===== src/rtl/enemies_hit_ctrl.sv =====
// ---------------------------------------------------------------------------
// enemies_hit_ctrl
//   Turns per-pixel overlaps between the enemy layer, the bomb explosion and
//   the player into frame-aligned game events. Collisions seen during a frame
//   are accumulated in sticky pending bits. They are committed on the next
//   startOfFrame, and the resulting pulses appear the cycle after that edge.
//
// Ports
//   clk, resetN     pixel clock, asynchronous active-low reset
//   game_on         level running; a rising edge (re)starts a level
//   startOfFrame    one-cycle pulse at frame start (commit point)
//   enemiesDR_BUS   one-hot enemy drawn at this pixel (bit i = enemy i+1)
//   explosionDR     bomb explosion drawn at this pixel
//   playerDR        player drawn at this pixel
//   enemy_kill      one-cycle kill pulses back to the enemies mux
//   player_hit      one-cycle hit pulse, filtered by invulnerability window
//   score_valid     one-cycle pulse alongside enemy_kill
//   score_delta     points earned by this frame's kills
//   enemies_alive   alive mask
//   level_clear     one-cycle pulse, one cycle after the final enemy_kill
//   kills_total     saturating kill count since reset
// ---------------------------------------------------------------------------

// Per-enemy collision terms. kill_term is the per-pixel hit on a live enemy.
// kill_now is what a frame commit would actually kill.
module enemies_hit_lane (
    input  logic enemy_dr,
    input  logic explosion_dr,
    input  logic alive,
    input  logic pend,
    output logic kill_term,
    output logic kill_now
);
    assign kill_term = enemy_dr & explosion_dr & alive;
    assign kill_now  = pend & alive;
endmodule

module enemies_hit_ctrl #(
    parameter int POINTS_PER_ENEMY = 10,
    parameter int INVULN_FRAMES    = 60
) (
    input  logic       clk,
    input  logic       resetN,
    input  logic       game_on,
    input  logic       startOfFrame,
    input  logic [2:0] enemiesDR_BUS,
    input  logic       explosionDR,
    input  logic       playerDR,
    output logic [2:0] enemy_kill,
    output logic       player_hit,
    output logic       score_valid,
    output logic [7:0] score_delta,
    output logic [2:0] enemies_alive,
    output logic       level_clear,
    output logic [7:0] kills_total
);

    localparam int NUM_LANES = 3;

    typedef enum logic [1:0] {IDLE, RUN, CLEAR} state_t;

    state_t state, state_nxt;

    logic                 game_on_d;
    logic                 game_on_rise;
    logic [NUM_LANES-1:0] pend_kill, pend_kill_nxt;
    logic                 pend_hit, pend_hit_nxt;
    logic [7:0]           invuln_cnt, invuln_nxt;
    // Set by the commit that kills the last enemy; it produces level_clear
    // one cycle later so the pulse trails enemy_kill.
    logic                 clear_arm, clear_arm_nxt;

    logic [NUM_LANES-1:0] enemy_kill_nxt;
    logic                 player_hit_nxt;
    logic                 score_valid_nxt;
    logic [7:0]           score_delta_nxt;
    logic [NUM_LANES-1:0] alive_nxt;
    logic                 level_clear_nxt;
    logic [7:0]           kills_nxt;

    logic [NUM_LANES-1:0] kill_term;
    logic [NUM_LANES-1:0] kill_now;
    logic [NUM_LANES-1:0] alive_after;
    logic                 hit_term;
    logic [1:0]           kill_cnt;
    logic [15:0]          points;
    logic [8:0]           kills_sum;

    // -----------------------------------------------------------------------
    // Per-enemy collision terms
    // -----------------------------------------------------------------------
    for (genvar i = 0; i < NUM_LANES; i++) begin : g_lane
        enemies_hit_lane u_lane (
            .enemy_dr     (enemiesDR_BUS[i]),
            .explosion_dr (explosionDR),
            .alive        (enemies_alive[i]),
            .pend         (pend_kill[i]),
            .kill_term    (kill_term[i]),
            .kill_now     (kill_now[i])
        );
    end

    assign hit_term     = (|enemiesDR_BUS) & playerDR;
    assign game_on_rise = game_on & ~game_on_d;
    assign alive_after  = enemies_alive & ~kill_now;
    assign kill_cnt     = {1'b0, kill_now[0]} + {1'b0, kill_now[1]} + {1'b0, kill_now[2]};
    assign points       = 16'(kill_cnt) * 16'(POINTS_PER_ENEMY);
    assign kills_sum    = {1'b0, kills_total} + 9'(kill_cnt);

    // -----------------------------------------------------------------------
    // FSM: state register
    // -----------------------------------------------------------------------
    always_ff @(posedge clk or negedge resetN) begin
        if (!resetN) begin
            state <= IDLE;
        end else begin
            state <= state_nxt;
        end
    end

    // -----------------------------------------------------------------------
    // FSM: next state. A low game_on overrides everything, including a
    // commit that lands on the same cycle.
    // -----------------------------------------------------------------------
    always_comb begin
        state_nxt = state;
        if (!game_on) begin
            state_nxt = IDLE;
        end else begin
            case (state)
                IDLE:    if (game_on_rise) state_nxt = RUN;
                RUN:     if (startOfFrame && (alive_after == '0)) state_nxt = CLEAR;
                CLEAR:   state_nxt = CLEAR;
                default: state_nxt = IDLE;
            endcase
        end
    end

    // -----------------------------------------------------------------------
    // FSM: outputs. This computes the next value of every registered output
    // and of the pending/invulnerability state. Pulses default to 0 so each
    // one lasts exactly one cycle.
    // -----------------------------------------------------------------------
    always_comb begin
        enemy_kill_nxt  = '0;
        player_hit_nxt  = 1'b0;
        score_valid_nxt = 1'b0;
        score_delta_nxt = '0;
        level_clear_nxt = 1'b0;
        clear_arm_nxt   = 1'b0;
        alive_nxt       = enemies_alive;
        kills_nxt       = kills_total;
        pend_kill_nxt   = pend_kill;
        pend_hit_nxt    = pend_hit;
        invuln_nxt      = invuln_cnt;

        if (!game_on) begin
            pend_kill_nxt = '0;
            pend_hit_nxt  = 1'b0;
            invuln_nxt    = '0;
        end else begin
            case (state)
                IDLE: begin
                    pend_kill_nxt = '0;
                    pend_hit_nxt  = 1'b0;
                    invuln_nxt    = '0;
                    if (game_on_rise) alive_nxt = '1;
                end

                RUN: begin
                    if (startOfFrame) begin
                        enemy_kill_nxt = kill_now;
                        alive_nxt      = alive_after;
                        if (kill_now != '0) begin
                            score_valid_nxt = 1'b1;
                            score_delta_nxt = points[7:0];
                            kills_nxt       = kills_sum[8] ? 8'hFF : kills_sum[7:0];
                        end

                        if (pend_hit && (invuln_cnt == '0)) begin
                            player_hit_nxt = 1'b1;
                            invuln_nxt     = 8'(INVULN_FRAMES);
                        end else if (invuln_cnt != '0) begin
                            invuln_nxt = invuln_cnt - 8'd1;
                        end

                        // A collision on the commit cycle belongs to the new
                        // frame, so it reloads the pending bits.
                        pend_kill_nxt = kill_term;
                        pend_hit_nxt  = hit_term;

                        if (alive_after == '0) begin
                            clear_arm_nxt = 1'b1;
                            pend_kill_nxt = '0;
                            pend_hit_nxt  = 1'b0;
                        end
                    end else begin
                        pend_kill_nxt = pend_kill | kill_term;
                        pend_hit_nxt  = pend_hit | hit_term;
                    end
                end

                CLEAR: begin
                    pend_kill_nxt   = '0;
                    pend_hit_nxt    = 1'b0;
                    level_clear_nxt = clear_arm;
                end

                default: begin
                    pend_kill_nxt = '0;
                    pend_hit_nxt  = 1'b0;
                end
            endcase
        end
    end

    // -----------------------------------------------------------------------
    // Datapath / output registers
    // -----------------------------------------------------------------------
    always_ff @(posedge clk or negedge resetN) begin
        if (!resetN) begin
            game_on_d     <= 1'b0;
            pend_kill     <= '0;
            pend_hit      <= 1'b0;
            invuln_cnt    <= '0;
            clear_arm     <= 1'b0;
            enemy_kill    <= '0;
            player_hit    <= 1'b0;
            score_valid   <= 1'b0;
            score_delta   <= '0;
            enemies_alive <= '1;
            level_clear   <= 1'b0;
            kills_total   <= '0;
        end else begin
            game_on_d     <= game_on;
            pend_kill     <= pend_kill_nxt;
            pend_hit      <= pend_hit_nxt;
            invuln_cnt    <= invuln_nxt;
            clear_arm     <= clear_arm_nxt;
            enemy_kill    <= enemy_kill_nxt;
            player_hit    <= player_hit_nxt;
            score_valid   <= score_valid_nxt;
            score_delta   <= score_delta_nxt;
            enemies_alive <= alive_nxt;
            level_clear   <= level_clear_nxt;
            kills_total   <= kills_nxt;
        end
    end

endmodule


===== config.mk =====
export PLATFORM = sky130hd
export DESIGN_NAME = enemies_hit_ctrl
export DESIGN_NICKNAME = d
export VERILOG_FILES = /design/src/rtl/enemies_hit_ctrl.sv
export SDC_FILE = /design/constraint.sdc
export NUM_CORES = 1
export LEC_CHECK = 0
export ABC_CLOCK_PERIOD_IN_PS = 4570
export BUFFER_PORTS_ARGS = -buffer_cell sky130_fd_sc_hd__buf_4
export CAP_MARGIN = 30
export CORE_MARGIN = 8
export CORE_UTILIZATION = 43
export CTS_CLUSTER_SIZE = 10
export DETAILED_ROUTE_END_ITERATION = 7
export MAX_ROUTING_LAYER = met4
export PLACE_DENSITY = 0.66
export SYNTH_ARGS = -nofsm -noshare
export SYNTH_HDL_FRONTEND = slang
export SYNTH_SLANG_ARGS = --single-unit

===== constraint.sdc =====
create_clock -name clk -period 4.57 [get_ports clk]
set_input_delay 0.914 -clock clk [delete_from_list [all_inputs] [get_ports clk]]
set_output_delay 0.914 -clock clk [all_outputs]
set_load 0.01 [all_outputs]

# == After elaboration in Yosys (flattened, before gate mapping) ==
# Index checks and enable logic that the tools add are counted.
# word_totals
out_inout_bits,25
wordCells,98
in_bits,9
register_bits,41
# op_classes
mux,42
eq_ne,9
add_sub_neg,4
multipliers,1
bitwise_logic,16
reduce_logical,13
# op_table
op,n
8-bit two-way mux,5
3-bit two-way mux,9
6-bit two-way mux,4
1-bit two-way mux,18
8-bit one-hot mux with 2 select lines,1
1-bit AND,11
8-bit by 2-bit adder with 9-bit output,1
3-bit != test (second input constant),3
8-bit logical NOT,1
4-bit AND reduction,2
8-bit nonzero test,1
8-bit by 1-bit subtractor with 8-bit output (second input constant),1
2-bit two-way mux,3
2-bit one-hot mux with 3 select lines,1
3-bit one-hot mux with 2 select lines,1
2-bit by 3-bit multiplier with 5-bit output (second input constant),1
2-bit != test (second input constant),2
4-bit != test (second input constant),1
3-bit AND,1
3-bit logical NOT,1
3-bit by 1-bit != test with 1-bit output (second input constant),1
3-bit NOT,1
3-bit OR,1
3-bit AND reduction,1
other kinds (12),13

# == Logic depth before layout (Yosys ltp) ==
# Gate-level depths: netlist of run 1.
# logic_depth
ltp_word,8
depth_mapped,9
mapped_depth_nobuf,9

# == Cells and area by module ==
# From an unflattened synthesis of run 1, not the netlist that was laid out.
# hier_totals
cells_unflattened,180
hier_area_um2,1884.3
# modules_own_cells
module,seq_area_each_um2,cells_per_inst,area_each_um2,n_inst
enemies_hit_ctrl,879.6,174,1846.8,1
enemies_hit_lane,0.0,2,12.5,3

# == Worst setup path after synthesis of run 1 ==
# Ideal clock, no wire load.
# synth_path
path_type,reg2reg
start,register enemies_alive[0]
end,register kills_total[4]
synth_period_minus_slack_ns,2.219
path_slack_ns,2.351
arrival_ns,2.139
path_buffers,0
stages_incl_launch_ff,10
required_ns,4.491
setup_ns,0.079
path_cell_list,dfstp_2 -> nand2_1 -> xor2_1 -> ha_1 -> ha_1 -> fa_1 -> inv_1 -> nor3_1 -> nand3_1 -> mux2i_1
# synth_between
elab_chain_len,5
elab_cells_between_ends,7
classes_between,add/sub (3); mux (1); bitwise (1); reduce/logical (2)
# synth_rtl
item,line_no,rtl
"start, declared",53,"output logic [2:0] enemies_alive,"
"start signal, assigned",244,enemies_alive <= alive_nxt;
1-bit AND *,35,assign kill_now = pend & alive;
1-bit by 1-bit adder with 2-bit output,106,"assign kill_cnt = {1'b0, kill_now[0]} + {1'b0, kill_now[1]} + {1'b0, kill_now[2]};"
2-bit by 1-bit adder with 2-bit output,106,
8-bit by 2-bit adder with 9-bit output,108,"assign kills_sum = {1'b0, kills_total} + 9'(kill_cnt);"
8-bit two-way mux,177,kills_nxt = kills_sum[8] ? 8'hFF : kills_sum[7:0];
"end signal, assigned",246,kills_total <= kills_nxt;
"end, declared",55,output logic [7:0] kills_total
# Every way passes the cells marked *; elsewhere a longest branch is shown, timed or not.
# A chain may end at the register's enable or synchronous reset.

# == Final worst setup path of run 1 ==
# Ends and elaborated chain as after synthesis.

==> run metrics, run 1 <==
clock buffer count from CTS 5; crit path DAT 2.66 ns; VDD IR-drop max 0.249 mV; status finished clean; Worst path max stage delay 0.59 ns; Top Ports 34; dpl cells 263; I/O Buffers 29; critical path buffer and inverter count 1; H-tree depth 2; non-filler cells, final 271; detailed placement HPWL 3000 µm; mapped cell area 1940 µm²; Setup TNS Final 0 ns; Max-Cap Viols 0; WL per Instance 14.8 µm; Reg-to-Reg Start enemies_alive[0]; height of the die 83.1 µm; # hold bufs at CTS 0; Max Clock Freq 410 MHz; first-pass GRT wire length 6980 µm; slew at the pin closest to its max-slew limit 0.744 ns; Skew-Pair Late Insertion Delay 0.29 ns; async set-reset flop share out of synthesis 1.00; CP dominant cell by count ha_1; worst-path cell chain nand2_1, xor2_1, ha_1, ha_1, fa_1, inv_1, nor3_1, nand3_1, mux2i_1; post-synthesis sequential area ratio 0.454; gr usage total 0.123; hold violation count in the final report 0; Crit. Startpoint enemies_alive[0]; post-synth cell types 52; critical path type reg -> reg; Yosys warnings 0; Worst R2R Setup Slack 2.13 ns; Cell Pwr Density 421 nW/µm²; drt initial violations 78; vias in the first global route 1,522; flops & latches, synth 35; Post-CTS Resized 0; Residual DRC 0; EDFF count, synth 0; Routed Antenna Nets 0; CTS clk-pin slew, worst paths 0.07 ns; count leader, synth dfrtp_1; total grt overflow 0; Syn Inst Count 192; final worst path period need 2.44 ns; Initial Util 0.445; clk buf depth 2; share of cells above drive strength 1 0.210; antenna cells 0; Worst Clk Skew 0.00702 ns; vias 1,485; Post-CTS Setup Inserts 0; Yosys top cell by area dfrtp_1; normalized max-slew margin 0.504; FF-to-FF path depth 9; fill count 405; die area 6910 µm²; Crit path required time 4.79 ns; critical path depth in cells 9; nets 237; top cell type's share of synthesized area 0.413; Startpoint Class register; cell row count 24; Tcrit/Tclk final 0.534; initial antenna violation count 0; Core Region 4350 µm²; TritonCTS clock tree yes; largest net degree at the start of global routing 36; final-report max-slew violation count 0; DRT Wirelength 4000 µm; Die Width 83.1 µm; Synth Area per Inst 10.1 µm²; reg-to-reg endpoint kills_total[4]; Leak 1.10 nW; Worst Setup EP kills_total[4]; ys flop type dfrtp_1; CP max stage cell dfstp_2; CP max FO 6; CP endpoint kind register; drt first pass iters 4; Avg Vias per Cell 5.48; top post-synthesis cells by area dfrtp_1 41%, ha_1 5.8%, dfstp_2 4.1%, nand2_1 4.1%, buf_4 3.5%; gate family responsible for the most delay along the worst path adder cells; P&R area growth vs syn 15.2%; RSZ-0062 raised after global routing no; hold crit path type reg -> reg; HP Start clear_arm; routability congestion estimate from global placement 0.852; clock root buffer clkbuf_8; Synth top cells by count 32 x dfrtp_1, 21 x nand2_1, 14 x nor2_1, 12 x inv_1; TritonCTS Sinks 35; Setup Viol. Count Final 0
## worst reg2reg max path, delay by kind of cell (launching register included)
| kind | cells | cell delay [ns] |
|---|---|---|
| buffers and inverters | 1 | 0.11 |
| multiplexers | 1 | 0.18 |
| XOR/XNOR | 1 | 0.18 |
| flip-flops | 1 | 0.59 |
| adder cells (fa/ha/maj) | 3 | 0.95 |
| AND/OR/NAND/NOR | 3 | 0.35 |
## kinds of logic after synthesis
logic type,share of synthesized area
other cells,0.00194
compound gates,0.136
flops,0.454
fa+ha+maj,0.0685
xor+xnor,0.0181
simple gates,0.212
buf+inv,0.0672
mux,0.0426
## sequential cells by signal, summed over array words and instances, names as in the netlist
register	cells
clear_arm	1
enemy_kill	3
pend_kill	3
kills_total	8
enemies_alive	3
player_hit	1
game_on_d	1
level_clear	1
pend_hit	1
score_delta	2
state	2
score_valid	1
invuln_cnt	8
## report_power, final
part / switching (W) / leakage, nW / internal (W)
clock network: 0.000113 / 0.0412 / 0.000106
logic: 0.000197 / 0.593 / 0.000135
registers: 0.0000428 / 0.467 / 0.000345
total: 0.000353 / 1.10 / 0.000587
## placed cells by master, fill, tap and decap left out, drive strengths merged, types with 2 or more instances in the layout
cell type / count
o31ai: 3
and2: 4
buf: 29
nor4: 3
nand4: 5
nand2b: 3
nor3: 2
a211oi: 3
o21ai: 3
nand3: 6
and3: 6
ha: 9
nor2b: 2
xnor2: 3
nor2: 15
dfstp: 3
conb: 4
nand2: 21
nor3b: 2
nor4b: 2
mux2i: 6
a21oi: 7
a21o: 5
a32oi: 3
inv: 12
clkbuf: 6
dfrtp: 32
mux2: 2
## layer usage
| metal | up-vias | share of wire | routed length, µm | global-route usage |
|---|---|---|---|---|
| li1 | 724 | - | - | - |
| met1 | 724 | 0.45 | 1780 | 0.140 |
| met2 | 31 | 0.49 | 1950 | 0.197 |
| met3 | 6 | 0.057 | 230 | 0.0488 |
| met4 | 0 | 0.010 | 40 | 0.0335 |
| met5 | - | 0 | 0 | - |
## final cells by class
| type | instances | area [µm²] | area share |
|---|---|---|---|
| Sequential cell | 35 | 880 | 0.394 |
| Tap cell | 52 | 65.1 | 0.0292 |
| Timing Repair Buffer | 29 | 218 | 0.0976 |
| Inverter | 12 | 45.0 | 0.0202 |
| Clock buffer | 6 | 72.6 | 0.0325 |
| Multi-Input combinational cell | 135 | 938 | 0.421 |
| Clock inverter | 2 | 12.5 | 0.00561 |
## worst min-delay path by stage
stage | to | cells past startpoint
2_1_floorplan | level_clear | 1
3_3_place_gp | level_clear | 1
3_5_place_dp | level_clear | 1
4_1_cts | level_clear | 1
5_1_grt | level_clear | 1
6_report | level_clear | 1
## through the flow
stage / util / hold WS, ns / worst slack [ns] / total power (W) / cell area [µm²]
floorplan: - / 0.466 / 2.35 / 0.000643 / 1950
global route: 0.512 / 0.528 / 2.00 / 0.00101 / 2230
CTS: 0.512 / 0.502 / 2.13 / 0.000947 / 2230
detailed placement: 0.493 / 0.486 / 2.15 / 0.000721 / 2150
global placement: 0.493 / 0.494 / 2.18 / 0.000718 / 2150
finish: 0.512 / 0.500 / 2.13 / 0.000939 / 2230
Power figures use the tool's default switching activity.
==> inputs of run 2 (changes only) <==
--- a/config.mk
+++ b/config.mk
@@ -5,7 +5,8 @@
 export SDC_FILE = /design/constraint.sdc
 export NUM_CORES = 1
 export LEC_CHECK = 0
-export ABC_CLOCK_PERIOD_IN_PS = 4570
+export ABC_AREA = 1
+export ABC_CLOCK_PERIOD_IN_PS = 2000
 export BUFFER_PORTS_ARGS = -buffer_cell sky130_fd_sc_hd__buf_4
 export CAP_MARGIN = 30
 export CORE_MARGIN = 8
@@ -13,7 +14,7 @@
 export CTS_CLUSTER_SIZE = 10
 export DETAILED_ROUTE_END_ITERATION = 7
 export MAX_ROUTING_LAYER = met4
-export PLACE_DENSITY = 0.66
+export PLACE_DENSITY = 0.68
 export SYNTH_ARGS = -nofsm -noshare
 export SYNTH_HDL_FRONTEND = slang
 export SYNTH_SLANG_ARGS = --single-unit
==> constraint.sdc (replaced) <==
create_clock -name clk -period 2 [get_ports clk]
set_input_delay 0.4 -clock clk [delete_from_list [all_inputs] [get_ports clk]]
set_output_delay 0.4 -clock clk [all_outputs]
set_load 0.01 [all_outputs]
==> run 2 against run 1 <==
The run now ends with setup timing left. Sequential power increased to 2.6 times the previous value. Total power rose to 3.0 times the previous value. Sequential share of layout area is 5.1 points lower. First-iteration DRC count shrank 5.1%. Synthesized cell count rose by 36%. Combinational power grew to 4.1 times the previous value. Global-route usage grew 1.4 points. Core utilization grew 4.4 points. Largest cell class unchanged.
==> run metrics, run 2 <==
commonest cells after routing, fill and taps aside 80 x nand2_1, 44 x buf_4, 32 x dfrtp_1; Cell Pwr Density 1120 nW/µm² (+170%); biggest regs invuln_cnt: 8 flops, kills_total: 8 flops; Crit. Startpoint enemies_alive[0]; GRT Max-Usage Layer met2; gr usage total 0.137 (+0.0136); failing checks setup timing; Synth top cells by count 85 x nand2_1, 32 x dfrtp_1, 29 x inv_1, 28 x nor2_1, 16 x nand3_1; WL per Instance 12.3 µm (-17%); Crit path required time 2.18 ns (-2.61 ns); mapped cell area 2000 µm² (+3.4%); EDFF count, synth 0 (unchanged); Leak 1.38 nW (+25%); clk buf depth 2 (unchanged); cell row count 25 (+4.2%); Startpoint Class register; leading cell type in the layout, fill and taps excluded nand2_1; Residual DRC 0 (unchanged); clock root buffer clkbuf_8; H-tree depth 2 (unchanged); I/O Buffers 29 (unchanged); final core occ 0.557 (+0.0444); gate family responsible for the most delay along the worst path adder cells; top cell type's share of synthesized area 0.400 (-0.0134); TritonCTS Sinks 35 (unchanged); hold_ws 0.0521 ns (-0.447 ns); count leader, synth nand2_1; Die Width 84.2 µm (+1.3%); Worst path max stage delay 0.56 ns (-0.03 ns); Top Ports 34 (unchanged); CP dominant cell by count ha_4; crit path DAT 2.39 ns (-0.27 ns); Core Region 4600 µm² (+5.6%); Yosys warnings 0 (unchanged); top post-synthesis cells by area dfrtp_1 40%, nand2_1 16%, ha_1 5.6%, inv_1 5.4%, nor2_1 5.3%; clock buffer count from CTS 5 (unchanged); worst-path cell chain nand2_4, nand2_2, inv_2, nor2_4, ha_4, ha_4, fa_2, nand3_4, buf_6, nor3_4, o21ai_1, nand2_1; post-synth cell types 26 (-50%); Worst Setup EP kills_total[1]; total grt overflow 0 (unchanged); hold violation count in the final report 0 (unchanged); antenna cells 0 (unchanged); detailed placement HPWL 3270 µm (+8.9%); die area 7090 µm² (+2.7%); final worst path period need 2.21 ns (-0.229 ns); ys flop type dfrtp_1; Skew-Pair Late Insertion Delay 0.29 ns (about the same); Setup Viol. Count Final 8 (+8); post-synthesis sequential area ratio 0.439 (-0.0148); FF-to-FF path depth 12 (+3); Post-Place Setup Slack -0.222 ns (-2.37 ns); TritonCTS clock tree yes; hold crit path type in -> async; fin area 2560 µm² (+15%); Reg-to-Reg Start enemies_alive[0]; met1 Usage GRT 0.172 (+0.0319); flops & latches, synth 35 (unchanged); CP max FO 4 (-2); met3 Track Usage GR 0.0348 (-0.0140); final-report max-slew violation count 0 (unchanged); RSZ-0062 raised after global routing yes; CTS clk-pin slew, worst paths 0.07 ns (about the same); Initial Util 0.435 (-0.00945); drt first pass iters 4 (unchanged); dpl cell area 2330 µm² (+8.5%); Worst Clk Skew 0.00768 ns (+0.000665 ns); async set-reset flop share out of synthesis 1.00 (unchanged); VDD IR-drop max 0.569 mV (+130%); reg-to-reg endpoint kills_total[1]; Tcrit/Tclk final 1.10 (+0.571); share of cells above drive strength 1 0.286 (+0.0757); setup ws final -0.210 ns (-2.34 ns); CP endpoint kind register; drt initial violations 74 (-5.1%); critical path buffer and inverter count 2 (+1); Avg Vias per Cell 4.70 (-14%); CP max stage cell dfstp_2; DRT Wirelength 4440 µm (+11%); vias in the first global route 1,709 (+12%); routability congestion estimate from global placement 0.886 (+3.9%); Max-Cap Viols 0 (unchanged); largest net degree at the start of global routing 36 (unchanged); critical path type reg -> reg; critical path depth in cells 12 (+3); Synth Area per Inst 7.64 µm² (-24%); Routed Antenna Nets 0 (unchanged); first-pass GRT wire length 7890 µm (+13%); status complete, but fails checks; # hold bufs at CTS 0 (unchanged); height of the die 84.2 µm (+1.3%); vias 1,703 (+15%); Syn Inst Count 262 (+36%); Yosys top cell by area dfrtp_1; Worst R2R Setup Slack -0.21 ns (-2.34 ns); initial antenna violation count 0 (unchanged); global routing usage on met2 0.203 (+0.00674); nets 326 (+38%); P&R area growth vs syn 27.9%; Max Clock Freq 453 MHz (+10%)
run 2: cell types whose count changed after synthesis, sizes merged, moves of 4 or more:
cell	previous run	this run
mux2i	6	0
nand3	6	16
inv	12	30
and3	6	0
and2	4	0
nand2	21	91
a21o	5	0
o21ai	3	19
nor2	15	32
run 2: cells by family (layout without fill, tap and decap cells):
logic type / count (synthesis) / after routing / synth area share
AND/OR/NAND/NOR: 148 / 148 / 0.319
buffers and inverters: 40 / 83 / 0.0969
flip-flops: 35 / 35 / 0.439
AO/OA/AOI/OAI: 27 / 27 / 0.0725
XOR/XNOR: 1 / 1 / 0.00438
adder cells (fa/ha/maj): 10 / 10 / 0.0663
other: 1 / 4 / 0.00187
run 2: worst min-delay path by stage:
stage                      start             to
after CTS                 resetN  invuln_cnt[6]
after global routing      resetN  invuln_cnt[6]
after detailed placement  resetN       state[1]
after floorplan           resetN      clear_arm
after global placement    resetN       state[1]
final                     resetN  invuln_cnt[6]
run 2: cell type report:
type                       count  area, µm²
inverter                      30        115
fill                         437       2040
tap                           54       67.6
multi-input combinational    190       1080
timing repair buffer          45        342
sequential                    35        880
clock buffer                   8       80.1
run 2: worst register-to-register path: stages (launching register included):
cell and delay (ns):
dfstp_2 0.56, nand2_4 0.07, nand2_2 0.07, inv_2 0.05
nor2_4 0.11, ha_4 0.22, ha_4 0.17, fa_2 0.39
nand3_4 0.10, buf_6 0.11, nor3_4 0.04, o21ai_1 0.15
nand2_1 0.08
run 2: what timing repair did:
action                     CTS  global route
pin swaps                    5            11
gates resized for setup     10            18
setup buffers                4             1
setup endpoints to repair    8             8
run 2: through the flow:
step | TNS [ns] | power [W] | instances
2_1_floorplan | -0.400 | 0.00204 | 265
3_3_place_gp | -0.980 | 0.00233 | 350
3_5_place_dp | -1.70 | 0.00234 | 350
4_1_cts | -1.61 | 0.00287 | 361
5_1_grt | -1.97 | 0.00317 | 362
6_report | -1.22 | 0.00286 | 362
run 2: power by group:
group,total (W),switching (W),internal [W]
registers,0.000990,0.000128,0.000862
clock network,0.000504,0.000256,0.000248
logic,0.00137,0.000836,0.000531
total,0.00286,0.00122,0.00164
run 2: per-layer routing:
layer  vias up  part of all wire
met1       772              0.49
met5         -                 0
met4         0             0.020
met2        30              0.46
li1        893                 -
met3         8             0.037
==> inputs of run 3 (changes only) <==
--- a/config.mk
+++ b/config.mk
@@ -11,10 +11,11 @@
 export CAP_MARGIN = 30
 export CORE_MARGIN = 8
 export CORE_UTILIZATION = 43
+export CTS_BUF_LIST = sky130_fd_sc_hd__clkbuf_8
 export CTS_CLUSTER_SIZE = 10
 export DETAILED_ROUTE_END_ITERATION = 7
 export MAX_ROUTING_LAYER = met4
-export PLACE_DENSITY = 0.68
+export PLACE_DENSITY = 0.66
 export SYNTH_ARGS = -nofsm -noshare
 export SYNTH_HDL_FRONTEND = slang
 export SYNTH_SLANG_ARGS = --single-unit
==> run 3 against run 2 <==
The run still ends with setup timing left. Final area barely moved. First-iteration DRC count fell by 5.4%. Sequential cell count did not move. Non-clock buffer count rose by 2. Fmax rose by 2.6%. Hold slack got worse by 0.0076 ns. Clock skew rose by 0.0026 ns. Register-to-register slack improved by 0.06 ns. Total power rose by 2.3%. Sequential share of layout area barely moved. Via count rose by 0.82%. Clock power rose by 13%. Critical endpoint is now kills_total[4].
==> run metrics, run 3 (synthesis gave the netlist of run 2 again) <==
status complete, but fails checks; failing checks setup timing; Setup Viol. Count Final 8 (unchanged); Startpoint Class register; Worst Clk Skew 0.0102 ns (+0.00255 ns); Avg Vias per Cell 4.72 (+0.27%); P&R area growth vs syn 28.0% (about the same); vias in the first global route 1,647 (-3.6%); final core occ 0.557 (about the same); FF+latch area 880 µm² (unchanged); share of cells above drive strength 1 0.281 (-0.00507); fill count 427 (-2.3%); CP endpoint kind register; Crit path required time 2.17 ns (about the same); Leak 1.38 nW (-0.31%); Residual DRC 0 (unchanged); RSZ-0062 raised after global routing yes; Initial Util 0.435 (unchanged); gr usage total 0.128 (-0.00883); TritonCTS clock tree yes; non-filler cells, final 364 (+0.55%); commonest cells after routing, fill and taps aside 80 x nand2_1, 47 x buf_4, 32 x dfrtp_1; fin area 2560 µm² (about the same); WL per Instance 11.8 µm (-3.7%); Reg-to-Reg Start enemies_alive[2]; critical path type reg -> reg; total grt overflow 0 (unchanged); Max-Cap Viols 0 (unchanged); first-pass GRT wire length 7310 µm (-7.3%); hold_ws 0.0444 ns (-0.00764 ns); drt first pass iters 4 (unchanged); I/O Buffers 29 (unchanged); largest net degree at the start of global routing 36 (unchanged); Core Region 4600 µm² (unchanged); H-tree depth 2 (unchanged); initial antenna violation count 0 (unchanged); clock buffer count from CTS 5 (unchanged); detailed placement HPWL 3180 µm (-2.9%); # hold bufs at CTS 0 (unchanged); antenna cells 0 (unchanged); hold crit path type in -> async; VDD IR-drop max 0.677 mV (+19%); biggest regs invuln_cnt: 8 flops, kills_total: 8 flops; Skew-Pair Late Insertion Delay 0.29 ns (about the same); setup ws final -0.155 ns (+0.0553 ns); Die Width 84.2 µm (unchanged); vias 1,717 (+0.82%); leading cell type in the layout, fill and taps excluded nand2_1; dpl cell area 2330 µm² (+0.32%); CTS clk-pin slew, worst paths 0.08 ns (about the same); Tcrit/Tclk final 1.08 (-0.0277); drt initial violations 70 (-5.4%); crit path DAT 2.32 ns (-0.07 ns); hold violation count in the final report 0 (unchanged); dpl cells 351 (+0.29%); height of the die 84.2 µm (unchanged); Cell Pwr Density 1140 nW/µm² (+2.2%); clk buf depth 2 (unchanged); routability congestion estimate from global placement 0.853 (-3.7%); final worst path period need 2.15 ns (-0.0553 ns); die area 7090 µm² (unchanged); nets 328 (+0.61%); FF-to-FF path depth 13 (+1); clock root buffer clkbuf_8; Routed Antenna Nets 0 (unchanged); Max Clock Freq 464 MHz (+2.6%); TritonCTS Sinks 35 (unchanged); cell row count 25 (unchanged); CP max FO 4 (unchanged); DRT Wirelength 4300 µm (-3.1%); area of the multi-input gates 1050 µm² (-2.7%); Worst R2R Setup Slack -0.15 ns (+0.06 ns); Top Ports 34 (unchanged); final-report max-slew violation count 0 (unchanged); Crit. Startpoint enemies_alive[2]; Setup TNS Final -0.994 ns (+0.221 ns); reg-to-reg endpoint kills_total[4]
## run 3: how the worst max path moves through the flow
stage / end / cells past startpoint
floorplan: kills_total[4] / 12
global placement: kills_total[5] / 12
detailed placement: kills_total[7] / 11
CTS: kills_total[4] / 12
global route: kills_total[4] / 13
finish: kills_total[4] / 13
## run 3: power breakdown
group | switching [W] | internal [W]
clock network | 0.000261 | 0.000309
registers | 0.000128 | 0.000862
logic | 0.000843 | 0.000523
total | 0.00123 | 0.00169
## run 3: what timing repair did
action | CTS | global route
setup endpoints to repair | 8 | 8
gates resized for setup | 1 | 20
pin swaps | 3 | 9
endpoints found under the hold margin | 0 | 0
setup buffers | 2 | 4
cloned | 0 | 0
## run 3: metal layers
| metal | global-route usage | wire [µm] | up-vias | part of all wire |
|---|---|---|---|---|
| met5 | - | 0 | - | 0 |
| met4 | 0.0565 | 76 | 0 | 0.018 |
| met3 | 0.0368 | 215 | 7 | 0.050 |
| met2 | 0.193 | 1930 | 41 | 0.45 |
| met1 | 0.155 | 2070 | 770 | 0.48 |
| li1 | - | - | 899 | - |
## run 3: critical path: stages, from the launching register on
cell	delay [ns]
dfstp_2	0.56
nand2_4	0.07
nand2_2	0.08
inv_2	0.04
nor2_4	0.12
ha_4	0.22
ha_4	0.17
fa_2	0.38
nand3_4	0.09
nor2_2	0.04
nand2_2	0.07
nor2_4	0.05
nand2_4	0.08
nand3_2	0.06
## run 3: cell type report
class,count,share of cell area
multi-input cells,190,0.409
flip-flops and latches,35,0.343
repair buffers,47,0.138
inverters,30,0.0449
clock buffers,7,0.0376
well taps,54,0.0264
clock inverters,1,0.00146
## run 3: through the flow
stage | power [W] | setup WS (ns)
6_report | 0.00293 | -0.155
5_1_grt | 0.00321 | -0.276
4_1_cts | 0.00292 | -0.179
3_5_place_dp | 0.00234 | -0.173
3_3_place_gp | 0.00232 | -0.128
2_1_floorplan | 0.00204 | -0.0880
